File: config.mk
export PLATFORM = sky130hd
export DESIGN_NAME = wb_regfile
export DESIGN_NICKNAME = d
export VERILOG_FILES = /design/src/rtl/wb_regfile_pkg.sv /design/src/rtl/wb_regfile_wb_mux.sv /design/src/rtl/wb_regfile.sv
export SDC_FILE = /design/constraint.sdc
export NUM_CORES = 2
export LEC_CHECK = 0
export ABC_AREA = 1
export CORE_ASPECT_RATIO = 0.8
export CORE_MARGIN = 2
export CORE_UTILIZATION = 40
export DETAILED_ROUTE_END_ITERATION = 10
export SETUP_SLACK_MARGIN = 0.2
export SLEW_MARGIN = 10
export SYNTH_ARGS = -nofsm -noshare
export SYNTH_HDL_FRONTEND = slang
export SYNTH_HIERARCHICAL = 1
export SYNTH_SLANG_ARGS = --single-unit
File: constraint.sdc
create_clock -name clk -period 3.81 [get_ports clk]
set_input_delay 0.9525 -clock clk [delete_from_list [all_inputs] [get_ports clk]]
set_output_delay 0.9525 -clock clk [all_outputs]
set_load 0.1 [all_outputs]
File: src/rtl/wb_regfile_pkg.sv
// Shared constants for the write-back stage and register file.
// The optional same-cycle bypass is enabled by defining WB_REGFILE_BYPASS_EN.
package wb_regfile_pkg;
  localparam int DATA_W_DEF = 32;
  localparam int ADDR_W_DEF = 5;
  localparam int ZERO_REG   = 0;

  localparam logic WB_SRC_ALU = 1'b0;
  localparam logic WB_SRC_MEM = 1'b1;
endpackage

File: src/rtl/wb_regfile_wb_mux.sv
// Write-back source select and effective write-enable generation.
// Kept standalone so the forwarding unit's model can instantiate the same logic.
module wb_mux
  import wb_regfile_pkg::*;
#(
  parameter int DATA_W = DATA_W_DEF,
  parameter int ADDR_W = ADDR_W_DEF
) (
  input  logic              i_reg_wr,
  input  logic              i_wrback,
  input  logic [DATA_W-1:0] i_mem_data,
  input  logic [DATA_W-1:0] i_alu_result,
  input  logic [ADDR_W-1:0] i_write_reg,
  output logic [DATA_W-1:0] o_wb_data,
  output logic              o_wb_we
);
  assign o_wb_data = (i_wrback == WB_SRC_MEM) ? i_mem_data : i_alu_result;
  // Writes aimed at the zero register are suppressed here so no consumer sees them
  assign o_wb_we   = i_reg_wr && (i_write_reg != ADDR_W'(ZERO_REG));
endmodule

File: src/rtl/wb_regfile.sv
// MIPS write-back stage plus 2^ADDR_W x DATA_W register file with two async read ports.
// Define WB_REGFILE_BYPASS_EN to forward the value being written to same-cycle reads.
module wb_regfile
  import wb_regfile_pkg::*;
#(
  parameter int DATA_W = DATA_W_DEF,
  parameter int ADDR_W = ADDR_W_DEF
) (
  input  logic              clk,
  input  logic              rst_n,
  input  logic              regWr_WB,
  input  logic              Wrback_WB,
  input  logic [DATA_W-1:0] ReadMemData_WB,
  input  logic [DATA_W-1:0] AluResult_WB,
  input  logic [ADDR_W-1:0] WriteReg_WB,
  input  logic [ADDR_W-1:0] rs_addr,
  input  logic [ADDR_W-1:0] rt_addr,
  output logic [DATA_W-1:0] rs_data,
  output logic [DATA_W-1:0] rt_data,
  output logic [DATA_W-1:0] wb_data,
  output logic              wb_we
);
  localparam int NREG = 1 << ADDR_W;

  logic [DATA_W-1:0] w_wb_data;
  logic              w_wb_we;

  // Register 0 has no storage; entries start at index 1
  logic [DATA_W-1:0] r_regs [1:NREG-1];

  wb_mux #(
    .DATA_W(DATA_W),
    .ADDR_W(ADDR_W)
  ) u_wb_mux (
    .i_reg_wr    (regWr_WB),
    .i_wrback    (Wrback_WB),
    .i_mem_data  (ReadMemData_WB),
    .i_alu_result(AluResult_WB),
    .i_write_reg (WriteReg_WB),
    .o_wb_data   (w_wb_data),
    .o_wb_we     (w_wb_we)
  );

  assign wb_data = w_wb_data;
  assign wb_we   = w_wb_we;

  always_ff @(posedge clk or negedge rst_n) begin
    if (!rst_n) begin
      for (int i = 1; i < NREG; i++) r_regs[i] <= '0;
    end else if (w_wb_we) begin
      r_regs[WriteReg_WB] <= w_wb_data;
    end
  end

  function automatic logic [DATA_W-1:0] rd_port(input logic [ADDR_W-1:0] addr);
    logic [DATA_W-1:0] v;
    v = '0;
    if (addr != ADDR_W'(ZERO_REG)) begin
`ifdef WB_REGFILE_BYPASS_EN
      // w_wb_we already excludes index 0, so the zero register is never bypassed
      if (w_wb_we && (addr == WriteReg_WB)) v = w_wb_data;
      else                                  v = r_regs[addr];
`else
      v = r_regs[addr];
`endif
    end
    return v;
  endfunction

  always_comb begin
    rs_data = rd_port(rs_addr);
    rt_data = rd_port(rt_addr);
  end
endmodule

==> impl_metrics.csv <==
group,metric,value,unit
outcome,status,"finished, final reports clean",
timing,skew,0,ns
power,total_power,33.3,mW
floorplanning,die_h,339,um
routing,num_vias,57900,
cells_and_area,reg_top3,"r_regs x992",
routing,drt_first_iter_violations,8743,
global_routing,overflow,0,
synth,yosysWarnings,6,
routing,viasPerCell,5.71,
cells_and_area,fillers,13800,
place,io_buffers,179,
timing,worst_slew_pin_slew,1.01,ns
cts,insertion_delay,0.73,ns
global_routing,grtUsageTotal,31.5,%
cts,ctsHtreeMaxLevel,3,
synth,syn_area_per_cell,6.73,um^2
cells_and_area,largest_register,"r_regs",
global_routing,grt_max_degree,116,
timing,rsz0062_at_grt,"yes",
synth,synth-seq-cells,992,
cells_and_area,n_antenna_cell,0,
routing,dr.pass1.iters,9,
global_routing,grt_pass1_vias,54100,
floorplanning,rows,122,
worst_setup_path,critPathLaunch,"rt_addr[0]",
floorplanning,die_w,423,um
worst_setup_path,crit_fanout,21,
cts,cts_buffer_depth,3,
worst_setup_path,critPathKind,"input pin to primary output",
cts,cts_tree,"built",
cts,clk_pin_slew,0.06,ns
synth,synth_nets,8428,
cells_and_area,largest_reg_flops,992,
place,dpl.cell_count,9928,
power,leakage,31.9,nW
timing,slew_violations,0,
worst_setup_path,reg2reg_from,"r_regs[152]",
synth,synth.distinct_cells,22,
routing,wl_met2,100000,um
synth,yosysTopAreaCell,"dfrtp_1",
worst_setup_path,cp_data_required_time,2.86,ns
cells_and_area,syn_to_final_growth,18.4,%
timing,fin_tns_setup,0,ns
floorplanning,io_pins,180,
floorplanning,initial_utilization,40.5,%
floorplanning,die_area,0.144,mm^2
timing,maxSlewHeadroom,32.6,%
run,cap_violations,0,
timing,period_needed,3.68,ns
timing,fin_hold_ws,0.209,ns
timing,setup_viol,0,
cells_and_area,drive_gt1_share,8.34,%
routing,ant_nets,0,
routing,top_layer_used,"met5",
cells_and_area,utilization,47.9,%
worst_setup_path,cp-start-kind,"input pin",
global_routing,grt_pass1_wl,348000,um
worst_setup_path,worstPathArrival,2.73,ns
synth,synth-seq-area-share,44.2,%
routing,wire_per_inst,22.9,um
place,hpwlAfterDp,130000,um
routing,routed-wl-met3,25300,um
timing,finalHoldViolCount,0,
routing,drt_wl_total,232000,um
cts,root_buffer,"clkbuf_16",
timing,fmax,271,MHz
routing,drcViolationCount,0,
routing,wl_met1,95600,um
place,routabilityCongestion,0.865,
timing,period_share,96.7,%
power,p_per_area,501,mW/mm^2
cts,hold_buffers,0,
hold_path,min_path_type,"input pin to async pin",
synth,synth_area,0.0562,mm^2
cells_and_area,instances_no_fill,10100,
global_routing,antenna_found_initial,1,
floorplanning,core-area,0.139,mm^2
cts,numCtsBuffers,107,
synth,synthCells,8345,
worst_setup_path,endpoint_kind,"primary output",
synth,netlist_top_cells_area,"dfrtp_1 (44%), nand2_1 (20%), nand3_1 (13%)",
synth,synth.top_cell.area_share,44.2,%
cells_and_area,nets,8282,
power,ir_worst_vdd,0.000381,V
cts,clock-sinks,992,
routing by layer:
layer,up-vias,track usage (%)
li1,26400,-
met5,-,0
met1,27300,43.3
met2,3630,47.8
met3,616,6.14
met4,2,14.4
cells by family (layout without fill, tap and decap cells):
kind of cell | after synthesis | after routing | synth area share, %
simple gates | 4720 | 4720 | 35.0
buf+inv | 1353 | 1296 | 9.24
compound gates | 1280 | 1280 | 11.6
flops | 992 | 992 | 44.2
Yosys cell counts (all sizes together):
cell	count
inv	657
dfrtp	992
nor4	2
buf	87
clkbuf	608
o21ai	992
nand2	3071
a21oi	288
clkinv	1
nor2	164
nand3	1473
nor3	10
cell usage in the layout (no fill, tap or decap), types with 2 or more instances in the layout:
master and instances:
nor4_4 2, nand3_1 1468, nand2_1 2975, buf_8 3
clkinvlp_4 6, inv_8 3, o21ai_0 959, clkinv_8 2
nor2_1 160, buf_4 127, bufinv_16 13, dfrtp_1 992
clkdlybuf4s50_1 70, nand2_4 35, inv_1 648, inv_4 3
clkbuf_8 22, buf_16 11, clkbuf_1 25, clkinv_2 16
nor2_4 3, nor3_1 8, inv_6 4, o21ai_1 4
nand2_2 61, nand3_2 5, inv_16 2, clkbuf_16 118
inv_2 2, nor3_2 2, buf_6 12, buf_12 204
o21ai_2 29, a21oi_1 288, buf_2 2
worst paths after layout:
check,to,slack (ns),depth (start not counted)
max,rt_data[0],0.13,11
min,r_regs[10],0.21,1
max reg2reg,r_regs[152],3.05,2
min reg2reg,r_regs[706],0.48,2
max in group asynchronous,r_regs[636],2.48,2
min in group clk,r_regs[706],0.48,2
per-stage QoR:
stage	setup slack, ns	instance area, um^2
global placement	0.200	62200
floorplan	-0.457	56400
CTS	0.198	66000
finish	0.127	66500
global route	0.120	66500
detailed placement	0.186	62200
power breakdown:
part           internal (mW)  switching, mW
clock network           6.55           4.77
logic                   2.82           5.32
registers               12.5           1.34
critical path, cell delays in order:
cell,delay [ns]
buf_12,0.14
inv_8,0.08
nor2_4,0.26
buf_4,0.23
clkbuf_16,0.22
nand2_1,0.06
nand3_1,0.09
nand3_1,0.08
nand3_1,0.17
nand2_2,0.19
buf_12,0.22
area by class of cell:
type                       count  area (um^2)  share of cell area [%]
multi-input combinational   6000        26600                    40.0
tap                         1860         2330                    3.50
clock buffer                 155         3100                    4.66
inverter                     658         2510                    3.77
clock inverter                43          644                   0.969
sequential                   992        24800                    37.3
timing repair buffer         440         6510                    9.79
timing repair:
item / CTS / global route
pin swaps: 1 / 3
resized for setup: 0 / 36
gates cloned: 1 / 10
setup buffers: 1 / 10
setup endpoints to repair: 5 / 48
Note: power is estimated with default switching activity, not from simulation.
